--- src/rtl/mem_stage.sv ---
// Memory-access pipeline stage: EX->MEM register, allow-in handshake,
// SRAM read-data capture across WB stalls, and load extension / forwarding.
module mem_stage (
  input  logic         clk,
  input  logic         reset,
  input  logic         EXreg_valid,
  input  logic         EX_ready_go,
  input  logic [109:0] EXreg_bus,
  output logic         MEM_allow_in,
  input  logic         WB_allow_in,
  input  logic [31:0]  data_sram_rdata,
  output logic         MEMreg_valid,
  output logic [69:0]  MEMreg_bus,
  output logic         MEM_rf_we,
  output logic [4:0]   MEM_rf_waddr,
  output logic [31:0]  MEM_rf_wdata
);

  logic         r_valid;
  logic [109:0] r_bus;
  logic         r_first;
  logic [31:0]  r_rdata_buf;

  logic         w_ready_go;
  logic         w_load;
  logic [2:0]   w_ld_op;
  logic [31:0]  w_alu_result;
  logic         w_rf_we;
  logic         w_res_from_mem;
  logic [4:0]   w_rf_waddr;
  logic [31:0]  w_pc;
  logic [31:0]  w_rdata;
  logic [7:0]   w_byte;
  logic [15:0]  w_half;
  logic [31:0]  w_load_ext;
  logic [31:0]  w_rf_wdata;
  logic         w_unused_bus;

  assign w_ready_go   = 1'b1;
  assign MEM_allow_in = !r_valid | (w_ready_go & WB_allow_in);
  assign w_load       = MEM_allow_in & EXreg_valid & EX_ready_go;

  always_ff @(posedge clk or posedge reset) begin
    if (reset) begin
      r_valid     <= 1'b0;
      r_bus       <= '0;
      r_first     <= 1'b0;
      r_rdata_buf <= '0;
    end else begin
      if (MEM_allow_in) r_valid <= EXreg_valid & EX_ready_go;
      if (w_load)       r_bus   <= EXreg_bus;
      r_first <= w_load;
      // SRAM data is only valid in the first resident cycle; keep it for stalls
      if (r_first)      r_rdata_buf <= data_sram_rdata;
    end
  end

  assign w_ld_op        = r_bus[109:107];
  assign w_alu_result   = r_bus[106:75];
  assign w_rf_we        = r_bus[38];
  assign w_res_from_mem = r_bus[37];
  assign w_rf_waddr     = r_bus[36:32];
  assign w_pc           = r_bus[31:0];
  // rkd_value and mem_we are consumed at the SRAM request in EX, not here
  assign w_unused_bus   = ^r_bus[74:39];

  assign w_rdata = r_first ? data_sram_rdata : r_rdata_buf;
  assign w_half  = w_alu_result[1] ? w_rdata[31:16] : w_rdata[15:0];

  always_comb begin
    w_byte = w_rdata[7:0];
    case (w_alu_result[1:0])
      2'd1:    w_byte = w_rdata[15:8];
      2'd2:    w_byte = w_rdata[23:16];
      2'd3:    w_byte = w_rdata[31:24];
      default: w_byte = w_rdata[7:0];
    endcase
  end

  always_comb begin
    w_load_ext = w_rdata;
    case (w_ld_op)
      3'b001:  w_load_ext = {{24{w_byte[7]}}, w_byte};
      3'b010:  w_load_ext = {24'h0, w_byte};
      3'b011:  w_load_ext = {{16{w_half[15]}}, w_half};
      3'b100:  w_load_ext = {16'h0, w_half};
      default: w_load_ext = w_rdata;
    endcase
  end

  assign w_rf_wdata = w_res_from_mem ? w_load_ext : w_alu_result;

  assign MEMreg_valid = r_valid & w_ready_go;
  assign MEMreg_bus   = {w_rf_we, w_rf_waddr, w_rf_wdata, w_pc};
  assign MEM_rf_we    = w_rf_we & r_valid;
  assign MEM_rf_waddr = w_rf_waddr;
  assign MEM_rf_wdata = w_rf_wdata;

endmodule
--- config.mk ---
export PLATFORM = sky130hd
export DESIGN_NAME = mem_stage
export DESIGN_NICKNAME = d
export VERILOG_FILES = /design/src/rtl/mem_stage.sv
export SDC_FILE = /design/constraint.sdc
export NUM_CORES = 1
export LEC_CHECK = 0
export CORE_MARGIN = 1
export CORE_UTILIZATION = 43
export CTS_BUF_LIST = sky130_fd_sc_hd__clkbuf_4
export CTS_CLUSTER_DIAMETER = 150
export DETAILED_ROUTE_END_ITERATION = 7
export PLACE_DENSITY = 0.93
export SLEW_MARGIN = 20
export SYNTH_ARGS = -nofsm -noshare
export SYNTH_HDL_FRONTEND = slang
export SYNTH_SLANG_ARGS = --single-unit
--- constraint.sdc ---
create_clock -name clk -period 3.95 [get_ports clk]
set_input_delay 0.5925 -clock clk [delete_from_list [all_inputs] [get_ports clk]]
set_output_delay 0.5925 -clock clk [all_outputs]
set_load 0.02 [all_outputs]
==> run summary, run 1 <==
Post-synth EDFFs: 0
Synth top area share: 48.2%
Switching pwr: 1.53 mW
Area of the mapped netlist: 5610 sq um
FP Rows: 41
Total number of yosys warnings: 0
Fin util: 60.5%
Setup WS pre-CTS: 0.281 ns
Logic pwr share: 49.0%
Cell Count, Final, Fillers Out: 799
Largest family of logic cells by synthesized area: multiplexers
Cell Pwr Density: 543 nW/um^2
Endpoints failing setup: 0
Rel. slew slack: 36.5%
Sequential fraction of the synthesis area: 48.2%
Setup tns final: 0 ns
Detailed-route via count: 4094
First-pass GRT wire length: 22300 microns
Layout area overhead: 36.7%
Die ar.: 13500 sq um
Fraction of the mapped netlist area in compound gates: 9.26%
First-pass DRT Iterations: 4
Cells after Synth: 480
Crit end category: primary output
Critical path fanouts, max: 12
Reg clk slew, reported paths: 0.17 ns
Ys flop type: dfrtp_1
DRC: 0
Synth async-reset ratio: 100%
CTS tree: built
Fmax: 268 MHz
Crit path launch type: flop
Seq pwr share: 34.0%
Peak supply drop: 257 uV
Number of hold buffers added after cts: 0
CTS buffer count: 9
Clk pwr share: 16.9%
Outcome: finished, final reports clean
Largest net degree at the start of global routing: 79
Post-synthesis cell type count: 39
Core Area: 12700 sq um
Sw frac: 36.7%
Initial core utilization: 44.2%
Post-Route Skew: 0.0178 ns
Post_cts resized: 0
Die Height: 116 microns
Post-Synth XOR/XNOR Area: 0.156%
Leakage: 3.18 nW
Max clock buf depth: 2
Initial antenna violation count: 0
Crit share post-route: 94.6%
Final worst slack: 0.213 ns
Clock sinks: 108
Syn Area/Cell: 11.7 sq um
Min Hold Slack: 0.524 ns
Internal Power: 2.63 mW
Max Slew Vio Count: 0
Post-synth top area cell: dfrtp_1
Wirelength, routed: 14600 microns
Synth top area cells: dfrtp_1 48%, mux2_2 18%, buf_4 10%
Final hold vios: 0
Total of max-cap violations: 0
Die W: 116 microns
Vias in the first global route: 4333
# nets final: 769
Placed cell count: 783
CP required: 3.36 ns
Port bufs: 220
Layout cell share with drive strength beyond 1: 21.5%
Clk_lat worst skew: 0.48 ns
Simple logic cell fraction of the synthesized area: 4.60%
RSZ-0062 raised after global routing: false
Post-DP HPWL: 11000 microns
Post-CTS setup buffers: 0
IO Pins: 257
Via/cell ratio: 5.12
Syn_nets: 627
Synth Area in Adders: 0%
WL/cell: 18.2 microns
Worst-margin pin slew: 0.952 ns
Root Driver: clkbuf_4
Most common cell in the netlist: dfrtp_1
Final ANT Viol Nets: 0
CP arrival: 3.14 ns
CTS H-tree lvls: 3
Diodes inserted: 0
Synth Register Bits: 108
Total power draw: 4.16 mW
Commonest cells post-synth: 108 x dfrtp_1, 90 x mux2_2, 75 x buf_4, 28 x inv_1, 24 x o22a_1
Iter 0 DRT Violations: 167
Final Critical Period: 3.74 ns
GPL Wtd Cong: 0.884
Global Route Usage Sum: 22.1%
Placed cell areas: 7460 sq um
Final instance area: 7660 sq um
Multiplexer share of the synthesized area: 23.7%
Critical path type: flop to primary output
Hold Path Class: flop to flop
Grt ovf: 0
## layout by cell type, fill, tap and decap left out, types with 4 or more instances in the layout
cell / n
a21oi_1: 7
dfrtp_1: 108
mux2i_1: 20
clkdlybuf4s50_1: 220
o21ai_0: 4
mux4_2: 4
o22ai_1: 12
nand2_1: 16
nor2_1: 23
inv_1: 27
o22a_1: 24
mux2_2: 90
clkbuf_4: 9
buf_4: 13
o221ai_1: 4
a31oi_1: 6
## routing by layer
| layer | wire length (microns) | vias up | track usage, % |
|---|---|---|---|
| met5 | 0 | - | 0 |
| li1 | - | 1884 | - |
| met4 | 244 | 0 | 7.69 |
| met1 | 5780 | 2022 | 26.0 |
| met3 | 1090 | 17 | 5.66 |
| met2 | 7470 | 171 | 39.2 |
## power groups by stage
stage	clock network [mW]	logic (mW)	registers [mW]
global placement	0	2.00	1.42
CTS	0.722	2.05	1.42
detailed placement	0	2.04	1.44
global route	0.761	2.17	1.44
floorplan	0	1.38	1.39
finish	0.704	2.04	1.41
## logic make-up after synthesis
logic type / count (synthesis)
compound gates: 70
xor+xnor: 1
buf+inv: 131
flops: 108
mux: 115
simple gates: 55
## critical path, cell delays in order, from the launching register on
cell	delay, ns
dfrtp_1	0.57
or3b_2	0.56
o21ai_2	0.19
o221ai_1	0.19
a31oi_1	0.32
mux2_2	0.24
clkdlybuf4s50_1	0.61
## cell type report
cell class,count,area [sq um]
timing repair buffer,234,2310
clock inverter,7,123
tap,172,215
inverter,28,108
sequential,108,2700
clock buffer,9,67.6
multi-input combinational,241,2130
fill,999,5010
## worst paths after layout
check	from	to	slack [ns]	depth (start not counted)
max in group asynchronous	reset	r_rdata_buf[11]	2.45	3
min in group asynchronous	reset	r_bus[18]	0.67	2
worst min register to register	r_rdata_buf[1]	r_rdata_buf[1]	0.52	1
worst max register to register	MEMreg_valid	r_bus[102]	2.14	4
worst max-delay path	r_bus[109]	MEM_rf_wdata[5]	0.21	6
worst min-delay path	r_rdata_buf[1]	r_rdata_buf[1]	0.52	1
## sequential cells by signal (all words and copies together), names as in the netlist
name / flops
r_bus: 74
r_rdata_buf: 32
MEMreg_valid: 1
r_first: 1
No activity file was read; power rests on OpenSTA's default activity.
==> run 2, diff against run 1 <==
CORE_MARGIN = 1.5   (was 1)
==> run summary, run 2 (same netlist as run 1, synthesis figures left out) <==
Critical path type: flop to primary output (unchanged)
Min-delay src: r_bus[80] (was r_rdata_buf[1])
Via/cell ratio: 5.16 (was 5.12)
Layout cell share with drive strength beyond 1: 20.9% (was 21.5%)
Vias in the first global route: 4180 (was 4333)
Max clock buf depth: 2 (unchanged)
Reg clk slew, reported paths: 0.15 ns (was 0.17 ns)
Setup tns final: 0 ns (unchanged)
FP Rows: 41 (unchanged)
Most common cell on crit path: buf_4
Initial core utilization: 44.2% (unchanged)
Post-CTS setup buffers: 0 (unchanged)
CTS buffer count: 9 (unchanged)
Global Route Usage Sum: 22.0% (was 22.1%)
Post-Route Skew: 0.0143 ns (was 0.0178 ns)
Wirelength, routed: 15000 microns (was 14600 microns)
RSZ-0062 raised after global routing: false (unchanged)
Final hold vios: 0 (unchanged)
First-pass GRT wire length: 22500 microns (was 22300 microns)
Reg2reg start: MEMreg_valid (unchanged)
Core Area: 12700 sq um (unchanged)
Setup WS pre-CTS: 0.292 ns (was 0.281 ns)
Iter 0 DRT Violations: 213 (was 167)
Final worst slack: 0.208 ns (was 0.213 ns)
CP arrival: 3.15 ns (was 3.14 ns)
Max FFs per register: 74 (unchanged)
Post_cts resized: 1 (was 0)
Clock sinks: 108 (unchanged)
Rel. slew slack: 46.4% (was 36.5%)
Commonest non-fill, non-tap cells in the layout: 220 x clkdlybuf4s50_1, 108 x dfrtp_1, 90 x mux2_2 (unchanged)
Die Height: 117 microns (was 116 microns)
Diodes inserted: 0 (unchanged)
Grt ovf: 0 (unchanged)
Total of max-cap violations: 0 (unchanged)
Largest reg by FF count: r_bus (unchanged)
Most common cell after layout, fill and taps aside: clkdlybuf4s50_1 (unchanged)
Layout area overhead: 35.4% (was 36.7%)
Hold Path Class: flop to flop (unchanged)
Crit end category: primary output (unchanged)
IO Pins: 257 (unchanged)
First-pass DRT Iterations: 5 (was 4)
Crit share post-route: 94.7% (was 94.6%)
Number of hold buffers added after cts: 0 (unchanged)
Endpoints failing setup: 0 (unchanged)
Crit path launch type: flop (unchanged)
CP max stage cell: dfrtp_1 (was clkdlybuf4s50_1)
Peak supply drop: 362 uV (was 257 uV)
GPL Wtd Cong: 0.904 (was 0.884)
Slowest stage delay, CP: 0.74 ns (was 0.61 ns)
# nets final: 767 (was 769)
Cell Pwr Density: 527 nW/um^2 (was 543 nW/um^2)
Clk_lat worst skew: 0.46 ns (was 0.48 ns)
DRC: 0 (unchanged)
Max Slew Vio Count: 0 (unchanged)
Detailed-route via count: 4102 (was 4094)
Final instance area: 7590 sq um (was 7660 sq um)
CP Cell Sequence: buf_4 > mux2i_4 > o21ai_2 > nand2b_1 > buf_4 > o22a_1 > clkdlybuf4s50_1 (was or3b_2 > o21ai_2 > o221ai_1 > a31oi_1 > mux2_2 > clkdlybuf4s50_1)
Port bufs: 220 (unchanged)
Critical Path Source: r_bus[76] (was r_bus[109])
Placed cell areas: 7460 sq um (about the same)
Fmax: 267 MHz (was 268 MHz)
Leakage: 3.15 nW (was 3.18 nW)
Outcome: finished, final reports clean (unchanged)
Die ar.: 13700 sq um (was 13500 sq um)
Final ANT Viol Nets: 0 (unchanged)
Largest net degree at the start of global routing: 65 (was 79)
CTS tree: built (unchanged)
CP required: 3.36 ns (about the same)
CTS H-tree lvls: 3 (unchanged)
Worst-margin pin slew: 0.804 ns (was 0.952 ns)
WL/cell: 18.8 microns (was 18.2 microns)
Root Driver: clkbuf_4 (unchanged)
Final Critical Period: 3.74 ns (about the same)
Critical path fanouts, max: 19 (was 12)
Die W: 117 microns (was 116 microns)
Post-DP HPWL: 11500 microns (was 11000 microns)
Top Registers: r_bus x74, r_rdata_buf x32 (unchanged)
Initial antenna violation count: 0 (unchanged)
==> run 2: changes by cell type in the layout (fill, tap and decap cells not counted) <==
cell | before | now
buf_6 | 1 | 0
inv_6 | 1 | 0
clkinvlp_4 | 2 | 1
o21ai_2 | 3 | 2
buf_12 | 0 | 1
bufinv_16 | 3 | 1
clkbuf_4 | 9 | 12
buf_4 | 13 | 11
o21ai_1 | 0 | 1
clkinv_4 | 1 | 0
==> run 2: critical path: cells and delay by family (launching register included) <==
family / cells / cell delay [ns]
AND/OR/NAND/NOR: 1 / 0.26
flip-flops: 1 / 0.74
multiplexers: 1 / 0.26
buffers and inverters: 3 / 1.11
AO/OA/AOI/OAI: 2 / 0.30
==> run 2: report_power, final <==
group | internal, mW | switching [mW] | leakage [nW]
clock | 0.209 | 0.340 | 0.0695
combinational | 1.00 | 1.01 | 1.80
sequential | 1.30 | 0.137 | 1.27
total | 2.51 | 1.49 | 3.15
==> run 2: metrics by stage <==
step                      std cells  util [%]  hold slack, ns  power (mW)
after floorplan                 480         -           0.462        2.77
after global placement          781      58.9           0.484        3.42
after detailed placement        781      58.9           0.492        3.48
after CTS                       795      59.9           0.524        4.04
after global routing            795      59.9           0.538        4.21
final                           795      59.9           0.518        4.00
==> run 2: layout make-up <==
| class | count | area [sq um] |
|---|---|---|
| Fill cell | 1035 | 5080 |
| Sequential cell | 108 | 2700 |
| Timing Repair Buffer | 232 | 2300 |
| Multi-Input combinational cell | 241 | 2130 |
| Tap cell | 172 | 215 |
| Inverter | 28 | 108 |
| Clock buffer | 12 | 90.1 |
| Clock inverter | 2 | 37.5 |
==> run 2: routing by layer <==
metal	track usage (%)	share of wire [%]	vias to the layer above
met3	5.36	7.1	24
li1	-	-	1875
met4	8.43	2.3	0
met1	25.7	38	2026
met5	0	0	-
met2	39.0	52	177
==> run 2: path summary, 6_finish.rpt <==
kind / slack, ns / depth (start not counted) / to
hold / removal: 0.52 / 1 / r_bus[80]
max in group asynchronous: 2.47 / 3 / r_bus[96]
setup reg to reg: 2.25 / 4 / r_bus[17]
min in group asynchronous: 0.63 / 2 / r_bus[6]
hold reg to reg: 0.52 / 1 / r_bus[80]
setup / recovery: 0.21 / 7 / MEM_rf_wdata[19]
==> run 3, diff against run 2 <==
CAP_MARGIN = 20   (was default)
CORE_MARGIN = 5   (was 1.5)
CORE_UTILIZATION = 30   (was 43)
PLACE_DENSITY = 0.71   (was 0.93)
==> run summary, run 3 (same netlist as run 1, synthesis figures left out) <==
CTS H-tree lvls: 3 (unchanged)
RSZ-0062 raised after global routing: false (unchanged)
Worst r2r path cells: 4 (unchanged)
# fillers: 1761 (was 1035)
Layout area overhead: 38.0% (was 35.4%)
Max clock buf depth: 2 (unchanged)
Die ar.: 21500 sq um (was 13700 sq um)
Post-Route Skew: 0.00970 ns (was 0.0143 ns)
Final Critical Period: 3.71 ns (was 3.74 ns)
Multi-input gate area: 2130 sq um (unchanged)
Root Driver: clkbuf_4 (unchanged)
Final hold vios: 0 (unchanged)
Largest net degree at the start of global routing: 64 (was 65)
Critical path fanouts, max: 10 (was 19)
GPL Wtd Cong: 0.822 (was 0.904)
Wirelength, routed: 15800 microns (was 15000 microns)
Commonest non-fill, non-tap cells in the layout: 219 x clkdlybuf4s50_1, 107 x dfrtp_1, 90 x mux2_2 (was 220 x clkdlybuf4s50_1, 108 x dfrtp_1, 90 x mux2_2)
Rel. slew slack: 52.6% (was 46.4%)
Total of max-cap violations: 0 (unchanged)
Core Area: 18600 sq um (was 12700 sq um)
Diodes inserted: 0 (unchanged)
Most common cell after layout, fill and taps aside: clkdlybuf4s50_1 (unchanged)
Clk_lat worst skew: 0.47 ns (was 0.46 ns)
Initial antenna violation count: 1 (was 0)
Detailed-route via count: 4001 (was 4102)
Number of hold buffers added after cts: 0 (unchanged)
CP required: 3.36 ns (about the same)
First-pass DRT Iterations: 4 (was 5)
Post_cts resized: 1 (unchanged)
# nets final: 770 (was 767)
Reg clk slew, reported paths: 0.17 ns (was 0.15 ns)
Global Route Usage Sum: 14.5% (was 22.0%)
Peak supply drop: 254 uV (was 362 uV)
Iter 0 DRT Violations: 143 (was 213)
Fin util: 41.6% (was 59.9%)
Crit end category: primary output (unchanged)
R2R setup slack: 2.27 ns (was 2.25 ns)
Outcome: finished, final reports clean (unchanged)
Vias in the first global route: 4317 (was 4180)
CP arrival: 3.12 ns (was 3.15 ns)
Fmax: 269 MHz (was 267 MHz)
Worst-margin pin slew: 0.708 ns (was 0.804 ns)
IO Pins: 257 (unchanged)
Port bufs: 220 (unchanged)
CTS buffer count: 9 (unchanged)
Grt ovf: 0 (unchanged)
CTS tree: built (unchanged)
Crit share post-route: 94.0% (was 94.7%)
Die W: 147 microns (was 117 microns)
Cell Count, Final, Fillers Out: 862 (was 795)
FP Rows: 50 (was 41)
Endpoints failing setup: 0 (unchanged)
Setup tns final: 0 ns (unchanged)
Top Registers: r_bus x74, r_rdata_buf x32 (unchanged)
Via/cell ratio: 4.64 (was 5.16)
Final ANT Viol Nets: 0 (unchanged)
Initial core utilization: 30.2% (was 44.2%)
WL/cell: 18.3 microns (was 18.8 microns)
Post-DP HPWL: 12100 microns (was 11500 microns)
Die Height: 147 microns (was 117 microns)
Max Slew Vio Count: 0 (unchanged)
DRC: 0 (unchanged)
Largest reg by FF count: r_bus (unchanged)
Leakage: 3.18 nW (was 3.15 nW)
First-pass GRT wire length: 24300 microns (was 22500 microns)
Reg area: 2700 sq um (about the same)
Crit path launch type: flop (unchanged)
Post-CTS setup buffers: 0 (unchanged)
Cell Pwr Density: 531 nW/um^2 (was 527 nW/um^2)
Placed cell count: 846 (was 781)
Max FFs per register: 74 (unchanged)
Hold Path Class: input pin to asynchronous set/reset pin (was flop to flop)
Layout cell share with drive strength beyond 1: 21.8% (was 20.9%)
Critical path type: flop to primary output (unchanged)
Clock sinks: 108 (unchanged)
Total power draw: 4.11 mW (was 4.00 mW)
run 3: worst max-delay path: stages (launching register included):
cell and delay, ns:
dfrtp_1 0.53, or3b_2 0.53, o21ai_2 0.20, o221ai_1 0.19
a31oi_1 0.33, mux2_2 0.25, clkdlybuf4s50_1 0.61
run 3: worst paths after layout:
kind,startpoint,to
max,r_bus[107],MEMreg_bus[37]
max in group asynchronous,reset,r_rdata_buf[25]
min reg2reg,r_rdata_buf[1],r_rdata_buf[1]
max reg2reg,MEMreg_valid,r_bus[103]
min in group clk,r_rdata_buf[1],r_rdata_buf[1]
min,reset,r_bus[2]
run 3: power breakdown:
part	switching (mW)	internal, mW	total (mW)
sequential	0.109	1.30	1.41
combinational	1.04	1.01	2.05
clock	0.387	0.264	0.650
run 3: through the flow:
step / hold slack (ns) / worst slack [ns] / instance area (sq um)
after CTS: 0.491 / 0.198 / 7740
after global routing: 0.538 / 0.0610 / 7740
after floorplan: 0.462 / 0.512 / 5610
after detailed placement: 0.487 / 0.386 / 7570
after global placement: 0.480 / 0.398 / 7570
final: 0.510 / 0.237 / 7740
run 3: area by class of cell:
cell class,count,share of cell area (%)
clock buffer,10,0.970
clock inverter,6,1.15
inverter,28,1.39
multi-input combinational,241,27.5
sequential,108,35.0
tap,234,3.78
timing repair buffer,235,30.2
run 3: metal layers:
metal	up-vias	routed length [microns]	track usage (%)
met5	-	13	0
li1	1883	-	-
met1	1956	6580	18.5
met4	2	132	2.96
met3	13	1380	5.37
met2	147	7660	23.7
